## config.mk

```make
export PLATFORM = sky130hd
export DESIGN_NAME = uart_rx_fifo_flat
export DESIGN_NICKNAME = d
export VERILOG_FILES = /design/src/rtl/uart_rx_fifo_if.sv /design/src/rtl/uart_rx_fifo.sv /design/src/flat_wrapper.sv
export SDC_FILE = /design/constraint.sdc
export NUM_CORES = 1
export LEC_CHECK = 0
export ABC_AREA = 1
export BUFFER_PORTS_ARGS = -buffer_cell sky130_fd_sc_hd__buf_2
export CORE_UTILIZATION = 35
export CTS_CLUSTER_DIAMETER = 80
export DETAILED_ROUTE_END_ITERATION = 6
export PLACE_DENSITY = 0.52
export SYNTH_ARGS = -nofsm -noshare
export SYNTH_HDL_FRONTEND = slang
export SYNTH_SLANG_ARGS = --single-unit
```

## constraint.sdc

```tcl
create_clock -name clk -period 1.9 [get_ports clk]
set_input_delay 0.285 -clock clk [delete_from_list [all_inputs] [get_ports clk]]
set_output_delay 0.285 -clock clk [all_outputs]
set_load 0.05 [all_outputs]
```

## src/rtl/uart_rx_fifo_if.sv

```systemverilog
// uart_rx_fifo_if: receive-side write/read handshake, occupancy and overflow signals (slave = FIFO, master = user)
interface uart_rx_fifo_if #(
  parameter int DATA_WIDTH = 8,
  parameter int DEPTH = 16
);
  logic [DATA_WIDTH-1:0] in_data;
  logic in_valid;
  logic in_ready;
  logic [DATA_WIDTH-1:0] out_data;
  logic out_valid;
  logic out_ready;
  logic [$clog2(DEPTH):0] count;
  logic almost_full;
  logic overflow;
  logic clr_ovf;
  modport slave (
    input in_data, in_valid, out_ready, clr_ovf,
    output in_ready, out_data, out_valid, count, almost_full, overflow
  );
  modport master (
    output in_data, in_valid, out_ready, clr_ovf,
    input in_ready, out_data, out_valid, count, almost_full, overflow
  );
endinterface

```

## src/rtl/uart_rx_fifo.sv

```systemverilog
// uart_rx_fifo: FWFT FIFO for UART words; clk/rst plus bus (in_* write, out_* read, count, almost_full, sticky overflow, clr_ovf)
module uart_rx_fifo #(
  parameter int DATA_WIDTH = 8,
  parameter int DEPTH = 16,
  parameter int AFULL_LEVEL = 12
) (
  input logic clk,
  input logic rst,
  uart_rx_fifo_if.slave bus
);
  localparam int AW = $clog2(DEPTH);
  localparam int CW = AW + 1;
  logic [DATA_WIDTH-1:0] mem_q [DEPTH];
  logic [AW-1:0] wr_ptr_q, wr_ptr_d, rd_ptr_q, rd_ptr_d;
  logic [CW-1:0] count_q, count_d;
  logic overflow_q, overflow_d;
  logic full, wr, rd;
  always_comb begin
    full = count_q == CW'(DEPTH);
    wr = bus.in_valid && !full;
    rd = bus.out_ready && count_q != '0;
    wr_ptr_d = wr ? wr_ptr_q + AW'(1) : wr_ptr_q;
    rd_ptr_d = rd ? rd_ptr_q + AW'(1) : rd_ptr_q;
    count_d = (wr && !rd) ? count_q + CW'(1) : (rd && !wr) ? count_q - CW'(1) : count_q;
    overflow_d = (bus.in_valid && full) ? 1'b1 : bus.clr_ovf ? 1'b0 : overflow_q;
  end
  always_ff @(posedge clk) begin
    if (rst) begin
      wr_ptr_q <= '0;
      rd_ptr_q <= '0;
      count_q <= '0;
      overflow_q <= 1'b0;
    end else begin
      wr_ptr_q <= wr_ptr_d;
      rd_ptr_q <= rd_ptr_d;
      count_q <= count_d;
      overflow_q <= overflow_d;
    end
  end
  always_ff @(posedge clk) begin
    if (wr && !rst) mem_q[wr_ptr_q] <= bus.in_data;
  end
  assign bus.in_ready = !full;
  assign bus.out_valid = count_q != '0;
  assign bus.out_data = mem_q[rd_ptr_q];
  assign bus.count = count_q;
  assign bus.almost_full = count_q >= CW'(AFULL_LEVEL);
  assign bus.overflow = overflow_q;
endmodule

```

## src/flat_wrapper.sv

```systemverilog
// flat-port wrapper written by rule: the top's interface ports become plain ports
module uart_rx_fifo_flat 
#(
  parameter int DATA_WIDTH = 8,
  parameter int DEPTH = 16,
  parameter int AFULL_LEVEL = 12
)
  (clk, rst, bus_in_data, bus_in_valid, bus_out_ready, bus_clr_ovf, bus_in_ready, bus_out_data, bus_out_valid, bus_count, bus_almost_full, bus_overflow);
  uart_rx_fifo_if #(.DATA_WIDTH(DATA_WIDTH), .DEPTH(DEPTH)) bus_i ();
  input logic clk;
  input logic rst;
  input wire logic [$bits(bus_i.in_data)-1:0] bus_in_data;
  input wire logic [$bits(bus_i.in_valid)-1:0] bus_in_valid;
  input wire logic [$bits(bus_i.out_ready)-1:0] bus_out_ready;
  input wire logic [$bits(bus_i.clr_ovf)-1:0] bus_clr_ovf;
  output wire logic [$bits(bus_i.in_ready)-1:0] bus_in_ready;
  output wire logic [$bits(bus_i.out_data)-1:0] bus_out_data;
  output wire logic [$bits(bus_i.out_valid)-1:0] bus_out_valid;
  output wire logic [$bits(bus_i.count)-1:0] bus_count;
  output wire logic [$bits(bus_i.almost_full)-1:0] bus_almost_full;
  output wire logic [$bits(bus_i.overflow)-1:0] bus_overflow;
  assign bus_i.in_data = bus_in_data;
  assign bus_i.in_valid = bus_in_valid;
  assign bus_i.out_ready = bus_out_ready;
  assign bus_i.clr_ovf = bus_clr_ovf;
  assign bus_in_ready = bus_i.in_ready;
  assign bus_out_data = bus_i.out_data;
  assign bus_out_valid = bus_i.out_valid;
  assign bus_count = bus_i.count;
  assign bus_almost_full = bus_i.almost_full;
  assign bus_overflow = bus_i.overflow;
  uart_rx_fifo #(.DATA_WIDTH(DATA_WIDTH), .DEPTH(DEPTH), .AFULL_LEVEL(AFULL_LEVEL)) u_core (.clk(clk), .rst(rst), .bus(bus_i));
endmodule
```

* Yosys cells after proc, flatten, opt, wreduce, memory -nomap -nowiden
Memory sizes are Yosys's and may differ from the RTL's. A register that Yosys moved wholly into a read port is not among the register bits.
Cells that the tools add are included.
W data, S select, Z words.
** Operators by class
- Equality and inequality tests :: 1
- Multiplexer cells :: 8
- Reduce and logical (&&, ||, !) cells :: 13
- $add $sub $neg :: 4
- Magnitude comparators :: 1
** Operator list (count)
- $mux W5 :: 2
- $add A4 B1 Y4 const B :: 2
- $mux W4 :: 2
- $logic_and A1 B1 Y1 :: 6
- $add A5 B1 Y5 const B :: 1
- $eq A5 B5 Y1 const B :: 1
- $ge A5 B4 Y1 const B :: 1
- $reduce_bool A5 Y1 :: 1
- $sub A5 B1 Y5 const B :: 1
- $logic_not A1 Y1 :: 4
- $mux W1 :: 4
- $reduce_bool A2 Y1 :: 2
** Storage, ports and cells
- Memories kept :: 1
- Memory bits (writable) :: 128
- Flip-flop bits (word level) :: 14
- Input port bits :: 13
- Output and inout bits :: 17
- Word-level logic and storage cells :: 32
** Memories
- u_core.mem_q :: depth 16, bits a word 8, read ports 1, clocked after Yosys merged registers in 1, write ports 1, RTL line uart_rx_fifo.sv:13 : logic [DATA_WIDTH-1:0] mem_q [DEPTH];

* Longest topological paths before layout
Gate-level depths: netlist of run 1.
- Depth after elaboration :: 7
- Depth in mapped cells :: 14
- Gate-level depth less buffers :: 14

* Least setup slack after synthesis of run 1
No wires, ideal clock.
- Path type :: register to register
- Start :: register u_core.count_q[4], in the netlist u_core.bus.count[4]
- End :: register u_core.count_q[3], in the netlist u_core.bus.count[3]
- Setup slack :: -0.641 ns
- Required time :: 1.785 ns
- Stages on the path, launching flop included :: 12
- Arrival time :: 2.426 ns
- Buffers on the path :: 0
- Clock period less this slack :: 2.541 ns
- Setup time :: 0.115 ns
- Cell sequence :: dfxtp_1 > inv_1 > nand3_4 > nand2_4 > ha_1 > inv_1 > ha_1 > or2_2 > nand3_1 > nand2_1 > o21ai_0 > inv_1
** On the way
- Elaborated cells on any way between the ends :: 11
- Those cells by class :: eq/ne: 1; mux: 1; reduce/logical: 9
** RTL lines
- start, declared :: RTL line uart_rx_fifo.sv:15 : logic [CW-1:0] count_q, count_d;
- start signal, assigned :: RTL line uart_rx_fifo.sv:36 : count_q <= count_d;
- $reduce_bool A5 Y1 (*)
- net bus_out_valid :: RTL line flat_wrapper.sv:18 : output wire logic [$bits(bus_i.out_valid)-1:0] bus_out_valid;
- $logic_and A1 B1 Y1 (*) :: RTL line uart_rx_fifo.sv:21 : rd = bus.out_ready && count_q != '0;
- $logic_not A1 Y1 :: RTL line uart_rx_fifo.sv:24 : count_d = (wr && !rd) ? count_q + CW'(1) : (rd && !wr) ? count_q - CW'(1) : count_q;
- $logic_and A1 B1 Y1 :: RTL line uart_rx_fifo.sv:24
- $mux W5 or $reduce_bool A2 Y1 (tied branches)
Mark *: on every way through the listed nets, which the timed path passes. The rest lies on a longest branch.
A chain may end at the register's enable or synchronous reset.

==> out/qor.yml, run 1 <==
status: "finished, violations left"
violations: "design-rule violations, negative setup slack"
initial_core_util: 0.362
cp-end-kind: "primary output"
dr.pass1.iters: 7
cts_tree: "yes"
die-area_sq_um: 19400
synth_seq_cells: 146
internal-power_w: 0.00752
drt_iter0_drc: 344
reg2reg_depth: 14
comb_power_share: 0.368
path_clk_slew_ns: 0.06
root_buffer: "clkbuf_16"
rows: 49
layout_common_cells: "nand2_1 (172), edfxtp_1 (128), inv_1 (119), nand3_1 (64), nand3_2 (39)"
fin_tns_setup_ns: -1.18
avgSynthCellArea_sq_um: 9.83
wl_per_cell_um: 17.3
finalCriticalPeriod_ns: 2.06
maxCapViolCount: 0
p_leak_nw: 3.67
final-seq-area_sq_um: 4220
dieHeight_um: 139
switching_share: 0.349
powerDensity_nw_per_um2: 1350
synthCells: 670
ir_drop_mv: 1.05
port_buffers: 29
relSlewSlack: 0.674
r2r-start: "u_core.bus.count[0]$_SDFFE_PP0P_"
dpl.hpwl_mm: 9.83
clockPowerShare: 0.301
antenna_found_initial: 0
max_slew.worst_pin.slew_ns: 0.489
switchingPower_w: 0.00403
dp_worst_setup_slack_ns: 0.0199
worst_hold_path_type: "in2reg"
synth_top_family_by_area: "simple AND/OR/NAND/NOR gates"
synth_area_sq_um: 6590
layout_commonest_cell: "nand2_1"
setup_viol_count_final: 11
drcViolationCount: 3
grt_pass1_vias: 4654
synth_fp_nets: 693
clk_latency_ns: 0.42
overflow: 0
cp.arrival_ns: 1.78
yosys-mux-area-fraction: 0
r2r-end: "u_core.bus.count[4]$_SDFFE_PP0P_"
synth_compound_area_frac: 0.0129
finalPower_w: 0.0116
multi_input_area_sq_um: 2090
io_pins: 30
nFillCells: 1608
crit_fanout: 23
clock_path_buffers: 2
numClockSinks: 146
yosysTopAreaCell: "edfxtp_1"
totalWireLength_mm: 17.0
cts_buffers: 17
fin_skew_ns: 0.00906
area_delta_synth_final_pct: 30.0
crit_path_end: "bus_out_data[7]"
cp-start-kind: "flop"
rrSetupSlack_ns: -0.01
drv_slew: 0
fmax_mhz: 485
min_period_over_period: 1.09
yosys_warnings: 0
seqPwrFrac: 0.331
drt-vias-per-instance: 4.88
drtAntennaViolNets: 0
nNetsFinal: 764
rsz0062_at_grt: "yes"
hold_violations: 0
vias: 4790
drive_gt1_frac: 0.270
gp_congestion: 0.791
setup_ws_ns: -0.163
core_sq_um: 18200
die_w_um: 139
synth_xor_area_frac: 0.00399
synth-simple-area-share: 0.228
grt_pass1_wl_mm: 25.7
synth_adder_area_share: 0.0201
synth_top_area_frac: 0.584
antenna_cells: 0
postCtsHoldBufs: 0
htreeDepth: 4
grt.total_usage: 0.178
ys_types: 26
yosys-top-cells-area: "edfxtp_1 (58%), nand2_1 (11%), nand3_1 (7.8%)"
crit_type: "reg2out"
ys_seq_area_frac: 0.638
grt_max_degree: 33
required_ns: 1.62
how the worst min path moves through the flow:
stage	start	end	slack, ns	cells past startpoint
after global routing	bus_clr_ovf	u_core.bus.overflow$_SDFFE_PP0P_	0.13	4
after global placement	u_core.bus.overflow$_SDFFE_PP0P_	u_core.bus.overflow$_SDFFE_PP0P_	0.46	2
final	bus_clr_ovf	u_core.bus.overflow$_SDFFE_PP0P_	0.13	4
after floorplan	bus_in_data[0]	u_core.mem_q[0][0]$_DFFE_PP_	0.38	0
after CTS	bus_clr_ovf	u_core.bus.overflow$_SDFFE_PP0P_	0.11	4
after detailed placement	u_core.bus.overflow$_SDFFE_PP0P_	u_core.bus.overflow$_SDFFE_PP0P_	0.47	2
critical path: stages, from the launching register on:
cell and delay (ns):
dfxtp_4 0.43, clkinv_8 0.11, buf_12 0.17, nand2_1 0.07
nand3_1 0.10, nand3_1 0.13, nand3_1 0.09, nand2_2 0.10
buf_8 0.15
through the flow:
step	cell area [sq um]	cells	util	hold slack, ns
after floorplan	6690	670	-	0.384
after global placement	7230	931	0.397	0.455
after detailed placement	7230	931	0.397	0.465
after CTS	8240	972	0.453	0.112
after global routing	8560	982	0.470	0.126
final	8560	982	0.470	0.126
power groups by stage:
| stage | clock network [W] | logic, W | registers [W] |
|---|---|---|---|
| global placement | 0 | 0.00316 | 0.00386 |
| global route | 0.00365 | 0.00455 | 0.00384 |
| detailed placement | 0 | 0.00320 | 0.00387 |
| CTS | 0.00352 | 0.00387 | 0.00381 |
| floorplan | 0 | 0.00222 | 0.00402 |
| finish | 0.00348 | 0.00426 | 0.00382 |
Yosys cell counts:
| cell | n |
|---|---|
| nand2_1 | 195 |
| edfxtp_1 | 128 |
| inv_1 | 122 |
| nand3_1 | 103 |
| nor2_1 | 26 |
| dfxtp_1 | 18 |
| buf_2 | 14 |
| a21oi_1 | 9 |
| ha_1 | 9 |
| nor3_1 | 8 |
| o21ai_0 | 8 |
| buf_6 | 5 |
| buf_4 | 3 |
| inv_2 | 3 |
| nand2_4 | 3 |
| buf_1 | 2 |
| nand3_4 | 2 |
| nor2_4 | 2 |
| or2_2 | 2 |
| xor2_1 | 2 |
| clkbuf_1 | 1 |
| fa_1 | 1 |
| inv_4 | 1 |
| nand4_1 | 1 |
| nor2_2 | 1 |
| xnor2_1 | 1 |
cells by family (layout without fill, tap and decap cells):
| logic type | Yosys count | in the layout |
|---|---|---|
| AOI/OAI and AO/OA | 17 | 17 |
| xor gates and xnor gates | 3 | 3 |
| adders and majority gates | 10 | 10 |
| buffers and inverters | 151 | 234 |
| DFF | 146 | 146 |
| and+or+nand+nor | 343 | 343 |
layer usage:
layer,up-vias,part of all wire,track usage
met4,0,0.019,0.0538
li1,2293,-,-
met2,161,0.50,0.306
met5,-,0,0
met3,21,0.056,0.0432
met1,2315,0.43,0.222
state kept, by name, summed over array words and instances (netlist names), named ones only:
| name | count |
|---|---|
| u_core.bus.count | 5 |
| u_core.bus.overflow | 1 |
| u_core.mem_q | 128 |
| u_core.rd_ptr_q | 4 |
| u_core.wr_ptr_q | 4 |
what timing repair did:
item | CTS | global route
cloned | 6 | 3
gates resized for setup | 56 | 57
pin swaps | 16 | 37
setup endpoints to repair | 8 | 10
hold endpoints to repair | 0 | 0
buffers inserted | 4 | 10
cell type report:
class                      count  share of cell area
clock inverter                14              0.0218
multi-input combinational    373               0.244
tap                          229              0.0335
sequential                   146               0.493
inverter                     126              0.0580
timing repair buffer          77              0.0992
clock buffer                  17              0.0497
(Power assumes the default switching activity.)
==> run 2, diff against run 1 <==
--- a/config.mk
+++ b/config.mk
@@ -10,6 +10,7 @@
 export CORE_UTILIZATION = 35
 export CTS_CLUSTER_DIAMETER = 80
 export DETAILED_ROUTE_END_ITERATION = 6
+export GPL_TIMING_DRIVEN = 0
 export PLACE_DENSITY = 0.52
 export SYNTH_ARGS = -nofsm -noshare
 export SYNTH_HDL_FRONTEND = slang
==> out/qor.yml, run 2 (synthesis results as in run 1) <==
status: "finished, violations left"
violations: "design-rule violations, negative setup slack"
min_period_over_period: 1.08  # -0.00113
cp.arrival_ns: 1.78  # about the same
rows: 49  # unchanged
crit_type: "reg2out"
rsz0062_at_grt: "yes"
finalCriticalPeriod_ns: 2.06  # -0.00214 ns
final-seq-area_sq_um: 4230  # about the same
dp_worst_setup_slack_ns: -0.162  # -0.182 ns
hold_violations: 0  # unchanged
worstPathCellList: "buf_12 > clkbuf_16 > nand2_1 > nand2_1 > nand2_1 > nand3_2 > nand3_2 > nand2_2 > buf_8"
stdcell_count: 983  # +0.10%
layout_commonest_cell: "nand2_1"
largest-register: "u_core.mem_q"
htreeDepth: 4  # unchanged
drt-vias-per-instance: 4.85  # -0.64%
postCtsHoldBufs: 0  # unchanged
fin_tns_setup_ns: -1.14  # +0.0398 ns
totalWireLength_mm: 17.4  # +2.1%
dpl.hpwl_mm: 10.8  # +10%
numClockSinks: 146  # unchanged
io_pins: 30  # unchanged
grt_pass1_vias: 4593  # -1.3%
layout_common_cells: "nand2_1 (164), edfxtp_1 (128), inv_1 (120), nand3_2 (56), nand3_1 (46)"
grt_max_degree: 17  # -48%
relSlewSlack: 0.492  # -0.182
dp.cells: 927  # -0.43%
die-area_sq_um: 19400  # unchanged
clock_path_buffers: 2  # unchanged
cts_tree: "yes"
use_met2: 0.313  # +0.00638
drtAntennaViolNets: 0  # unchanged
dieHeight_um: 139  # unchanged
drt_iter0_drc: 355  # +3.2%
antenna_found_initial: 0  # unchanged
root_buffer: "clkbuf_16"
path_clk_slew_ns: 0.06  # about the same
drv_slew: 0  # unchanged
grt_pass1_wl_mm: 25.9  # +0.89%
initial_core_util: 0.362  # unchanged
clk_latency_ns: 0.42  # about the same
wl_per_cell_um: 17.7  # +2.0%
fin_skew_ns: 0.00650  # -0.00256 ns
powerDensity_nw_per_um2: 1340  # -0.63%
cp-start-kind: "flop"
overflow: 0  # unchanged
multi_input_area_sq_um: 2280  # +9.0%
fmax_mhz: 485  # +0.10%
core_sq_um: 18200  # unchanged
cpMostUsedCell: "nand2_1"
p_leak_nw: 3.78  # +3.1%
fin_area_sq_um: 8780  # +2.5%
cp-end-kind: "primary output"
busiest_layer: "met2"
crit_fanout: 6  # -74%
largest_reg_flops: 128  # unchanged
drcViolationCount: 3  # unchanged
grt_util_met1: 0.230  # +0.00820
grt.total_usage: 0.183  # +0.00457
worst_hold_path_type: "in2reg"
antenna_cells: 0  # unchanged
area_delta_synth_final_pct: 33.3
vias: 4764  # -0.54%
maxCapViolCount: 0  # unchanged
die_w_um: 139  # unchanged
required_ns: 1.62  # about the same
dr.pass1.iters: 7  # unchanged
crit_buf_inv: 3  # unchanged
slowest_delay_ns: 0.44  # about the same
finalPower_w: 0.0118  # +1.9%
critPathSlowestCell: "dfxtp_4"
gp_congestion: 0.834  # +5.5%
cts_buffers: 17  # unchanged
nFillCells: 1653  # +2.8%
nNetsFinal: 764  # unchanged
cp_top_family: "buffers and inverters"
ir_drop_mv: 1.07  # +2.0%
drive_gt1_frac: 0.313  # +0.0434
port_buffers: 28  # -3.4%
setup_viol_count_final: 11  # unchanged
setup_ws_ns: -0.161  # +0.00215 ns
max_slew.worst_pin.slew_ns: 0.759  # +0.271 ns
place_area_sq_um: 7120  # -1.5%
grtUsageMet3: 0.0449  # +0.00173
==> run 2: where the power goes <==
part           internal (W)  leakage [nW]  switching (W)
Clock               0.00206         0.287        0.00129
Combinational       0.00190          2.19        0.00272
Sequential          0.00365          1.30       0.000145
Total               0.00761          3.78        0.00416
==> run 2: final cells by class <==
type / count / area share
clock buffer: 18 / 0.0489
clock inverter: 14 / 0.0187
sequential: 146 / 0.481
buffer: 24 / 0.0358
timing repair buffer: 53 / 0.0660
tap: 229 / 0.0326
inverter: 126 / 0.0570
multi-input combinational: 373 / 0.260
==> run 2: timing repair <==
action,4_1_cts,5_1_grt
setup buffers,10,6
endpoints found under the setup margin,74,66
resized for setup,121,72
gates cloned,1,8
endpoints found under the hold margin,0,0
pin swaps,25,46
==> run 2: path summary, 6_finish.rpt <==
| kind | startpoint | end | slack (ns) | cells after the start |
|---|---|---|---|---|
| max | flop | bus_out_data[7] | -0.16 | 9 |
| min | rst | u_core.wr_ptr_q[2]$_SDFFE_PP0P_ | 0.09 | 2 |
| max reg2reg | u_core.bus.count[0]$_SDFFE_PP0P_ | u_core.bus.count[4]$_SDFFE_PP0P_ | -0.05 | 15 |
| min reg2reg | u_core.bus.overflow$_SDFFE_PP0P_ | u_core.bus.overflow$_SDFFE_PP0P_ | 0.47 | 2 |
==> run 2: layer usage <==
layer	share of wire	up-vias
met5	0	-
met4	0.016	0
met3	0.064	21
met2	0.50	159
met1	0.42	2289
li1	-	2295
==> run 2: through the flow <==
| step | util | hold WS [ns] |
|---|---|---|
| after global routing | 0.482 | 0.0969 |
| final | 0.482 | 0.0942 |
| after detailed placement | 0.391 | 0.465 |
| after global placement | 0.391 | 0.456 |
| after floorplan | - | 0.384 |
| after CTS | 0.453 | 0.0845 |
